### config.mk
export PLATFORM = sky130hd
export DESIGN_NAME = seq_101_tx
export DESIGN_NICKNAME = d
export VERILOG_FILES = /design/src/rtl/seq_101_tx.sv
export SDC_FILE = /design/constraint.sdc
export NUM_CORES = 1
export LEC_CHECK = 0
export ABC_CLOCK_PERIOD_IN_PS = 2200
export CAP_MARGIN = 10
export CELL_PAD_IN_SITES_DETAIL_PLACEMENT = 1
export CELL_PAD_IN_SITES_GLOBAL_PLACEMENT = 2
export CORE_MARGIN = 4
export CORE_UTILIZATION = 30
export DETAILED_ROUTE_END_ITERATION = 7
export PLACE_DENSITY_LB_ADDON = 0.1
export REMOVE_ABC_BUFFERS = 1
export SKIP_CTS_REPAIR_TIMING = 1
export SYNTH_ARGS = -nofsm -noshare
export SYNTH_HDL_FRONTEND = slang
export SYNTH_SLANG_ARGS = --single-unit
export TNS_END_PERCENT = 10
### constraint.sdc
create_clock -name Clock -period 2.2 [get_ports Clock]
set_input_delay 0.33 -clock Clock [delete_from_list [all_inputs] [get_ports Clock]]
set_output_delay 0.33 -clock Clock [all_outputs]
set_load 0.03 [all_outputs]
### src/rtl/seq_101_tx.sv
// Serial frame transmitter: a 1,0,1 sync header, then DATA_W payload bits (MSB first),
// then GAP_LEN idle zeros. Out, Busy and Done are all driven straight from flops.
module seq_101_tx #(
    parameter int DATA_W  = 8,
    parameter int GAP_LEN = 2
) (
    input  logic              Clock,
    input  logic              Clr,
    input  logic              Load,
    input  logic [DATA_W-1:0] Data_In,
    output logic              Out,
    output logic              Busy,
    output logic              Done
);
    localparam int DCW = $clog2(DATA_W + 1);

    typedef enum logic [1:0] {IDLE, SYNC, DATA, GAP} state_t;

    state_t            state, state_d;
    logic [DATA_W-1:0] sr, sr_d;
    logic [1:0]        hcnt, hcnt_d;
    logic [DCW-1:0]    dcnt, dcnt_d;
    logic [3:0]        gcnt, gcnt_d;
    logic              out_d, busy_d, done_d;

    always_ff @(posedge Clock or posedge Clr) begin
        if (Clr) begin
            state <= IDLE;
            sr    <= '0;
            hcnt  <= '0;
            dcnt  <= '0;
            gcnt  <= '0;
            Out   <= 1'b0;
            Busy  <= 1'b0;
            Done  <= 1'b0;
        end else begin
            state <= state_d;
            sr    <= sr_d;
            hcnt  <= hcnt_d;
            dcnt  <= dcnt_d;
            gcnt  <= gcnt_d;
            Out   <= out_d;
            Busy  <= busy_d;
            Done  <= done_d;
        end
    end

    // Counters hold the index of the bit being driven this cycle, and the outputs are
    // computed for the next state, so that Out and Busy come straight from flops.
    always_comb begin
        state_d = state;
        sr_d    = sr;
        hcnt_d  = hcnt;
        dcnt_d  = dcnt;
        gcnt_d  = gcnt;
        out_d   = 1'b0;
        busy_d  = 1'b0;
        done_d  = 1'b0;
        unique case (state)
            IDLE: begin
                if (Load) begin
                    sr_d    = Data_In;
                    hcnt_d  = 2'd0;
                    state_d = SYNC;
                    out_d   = 1'b1;
                    busy_d  = 1'b1;
                end
            end
            SYNC: begin
                busy_d = 1'b1;
                if (hcnt == 2'd2) begin
                    state_d = DATA;
                    out_d   = sr[DATA_W-1];
                    sr_d    = sr << 1;
                    dcnt_d  = DCW'(1);
                end else begin
                    hcnt_d = hcnt + 2'd1;
                    // Header bit index 1 is 0 and index 2 is 1.
                    out_d  = (hcnt == 2'd1);
                end
            end
            DATA: begin
                if (dcnt == DCW'(DATA_W)) begin
                    if (GAP_LEN == 0) begin
                        state_d = IDLE;
                        done_d  = 1'b1;
                    end else begin
                        state_d = GAP;
                        gcnt_d  = 4'd1;
                        busy_d  = 1'b1;
                    end
                end else begin
                    out_d  = sr[DATA_W-1];
                    sr_d   = sr << 1;
                    dcnt_d = dcnt + DCW'(1);
                    busy_d = 1'b1;
                end
            end
            GAP: begin
                if (gcnt == 4'(GAP_LEN)) begin
                    state_d = IDLE;
                    done_d  = 1'b1;
                end else begin
                    gcnt_d = gcnt + 4'd1;
                    busy_d = 1'b1;
                end
            end
            default: state_d = IDLE;
        endcase
    end
endmodule

==> results_dict.tcl <==
set metrics [dict create \
    area_growth_pct 18.4 \
    drv_slew 0 \
    row_count 24 \
    yosys_warnings 0 \
    port_buffers 13 \
    status "finished clean" \
    timing.fmax_mhz 519 \
    grt_usage 0.127 \
    drt_iter0_drc 31 \
    core_area_sq_um 4350 \
    multi_input_area_sq_um 712 \
    syn_area_per_cell_sq_um 9.75 \
    final_layout_size_suffix_gt1_frac 0.0962 \
    final_area_sq_um 1600 \
    rsz0062_at_grt "no" \
    seqCellArea_sq_um 576 \
    clk-insertion-delay-late_ns 0.27 \
    path_clk_slew_ns 0.09 \
    internal-power_mw 1.37 \
    placed_area_sq_um 1560 \
    arrival_ns 2.09 \
    p_per_area_nw_per_um2 1550 \
    ys_seq_elements 23 \
    nets 179 \
    final_hold_viol_count 0 \
    setup_viol 0 \
    clkPwrFrac 0.110 \
    vias 1063 \
    nFillCells 506 \
    clkSinkCount 23 \
    p_comb_frac 0.590 \
    clockBufferDepth 2 \
    fin_crit_sh 0.876 \
    viasPerCell 5.11 \
    reg2reg_depth 6 \
    seq_power_share 0.300 \
    htreeDepth 1 \
    whs_ns 0.400 \
    synth_edf_count 0 \
    synth_cell_types 37 \
    numCtsBuffers 3 \
    cp_max_fo 5 \
    grt_max_degree 24 \
    root_buffer "clkbuf_8" \
    start_util 0.311 \
    detail-route-antenna-nets 0 \
    hpwl_um 2450 \
    ys_seq_area_frac 0.425 \
    drt-total-wl_um 3220 \
    start_kind "register" \
    grt_pass1_wl_um 5490 \
    syn_area_sq_um 1360 \
    power.net_switching_mw 1.10 \
    leakagePower_nw 0.707 \
    gp_congestion 0.720 \
    die_h_um 75.2 \
    ir_worst_vdd_mv 0.615 \
    overflow 0 \
    wl_per_cell_um 15.5 \
    worst_pin_slew_ns 0.497 \
    fin_crit_ns 1.93 \
    drc 0 \
    fin_ws_ns 0.272 \
    max-slew-margin-rel 0.669 \
    cp.required_ns 2.36 \
    pre_cts_ws_ns 0.257 \
    swShare 0.446 \
    dieArea_sq_um 5660 \
    chipWidth_um 75.2 \
    tns_ns 0 \
    synth_cells 139 \
    grt_pass1_vias 1167 \
    antenna_cells 0 \
    worstSetupEndpointType "register" \
    first_pass_iters 2 \
    tritoncts "built" \
    synthArstFlopShare 1.00 \
    antenna_found_initial 0 \
    min_path_type "input port to async pin" \
    synth_flop_cell "dfrtp_1" \
    max-cap-violations 0 \
    skew_ns 0.00629 \
    crit_type "register to register" \
    io_pins 14 \
]
## cell families after synthesis
group                      count (synthesis)  synth area share
buffers and inverters                     16            0.0499
muxes                                     10            0.0748
DFF                                       23             0.425
AOI/OAI and AO/OA                         36             0.190
adders and majority gates                 11             0.102
and+or+nand+nor                           43             0.159
## worst max-delay path, stage by stage (launching register included)
cell and delay [ns]:
dfrtp_1 0.41, inv_1 0.13, ha_1 0.24, nor2b_1 0.42, nor2_1 0.12, nand3_1 0.15
mux2_2 0.34
## cell type report
| type | count | area share |
|---|---|---|
| clock buffer | 3 | 0.0257 |
| clock inverter | 1 | 0.00312 |
| inverter | 12 | 0.0281 |
| multi-input combinational | 100 | 0.444 |
| sequential | 23 | 0.359 |
| tap | 52 | 0.0406 |
| timing repair buffer | 17 | 0.0998 |
## power by group through the flow
stage	Clock [mW]	Sequential, mW	Combinational, mW
after global routing	0.306	0.773	1.65
after floorplan	0	0.753	1.04
final	0.273	0.744	1.46
after CTS	0.290	0.745	1.49
after global placement	0	0.744	1.43
after detailed placement	0	0.755	1.48
## state kept, by name (all words and copies together) (netlist names)
signal / count
dcnt: 4
hcnt: 2
sr: 8
gcnt: 4
Done: 1
Out: 1
Busy: 1
state: 2
## worst paths after layout
kind / startpoint / end / slack, ns
worst min-delay path: Clr / sr[3]$_DFFE_PP0P_ / 0.40
worst max-delay path: state[0]$_DFFE_PP0P_ / state[1]$_DFFE_PP0P_ / 0.27
max in group asynchronous: Clr / gcnt[1]$_DFFE_PP0P_ / 1.56
worst min register to register: dcnt[3]$_DFFE_PP0P_ / dcnt[3]$_DFFE_PP0P_ / 0.51
worst max register to register: state[0]$_DFFE_PP0P_ / state[1]$_DFFE_PP0P_ / 0.27
min in group Clock: dcnt[3]$_DFFE_PP0P_ / dcnt[3]$_DFFE_PP0P_ / 0.51
## synth_stat cells, types with 2 or more instances
cell type,n,area [sq um]
o21ai_0,10,50.1
nand4_1,2,12.5
nor2_1,16,60.1
mux2i_1,9,90.1
ha_1,11,138
buf_1,2,7.51
a21oi_1,10,50.1
inv_1,12,45.0
dfrtp_1,23,576
nor2b_1,3,18.8
o31ai_1,2,15.0
nand2_1,7,26.3
nand3_1,5,25.0
nand3b_1,3,22.5
a21oi_2,2,17.5
## cells in the final DEF, fill, tap and decap left out, drive strengths merged, types with 4 or more instances in the layout
master and n:
o21ai 10, buf 4, nand3 5, inv 12
nor2 16, a21oi 12, dfrtp 23, nand2 7
clkdlybuf4s50 13, mux2i 9, ha 11
## per-stage QoR
step	util	power (mW)	instances
floorplan	-	1.79	135
global placement	0.358	2.18	204
detailed placement	0.358	2.24	204
CTS	0.368	2.53	208
global route	0.368	2.73	208
finish	0.368	2.48	208
## layer usage
| layer | track usage | wire [um] | vias up |
|---|---|---|---|
| met2 | 0.214 | 1650 | 7 |
| li1 | - | - | 525 |
| met4 | 0.0369 | 29 | 0 |
| met5 | 0 | 0 | - |
| met1 | 0.166 | 1480 | 527 |
| met3 | 0.0227 | 52 | 4 |
(Power assumes the default switching activity.)
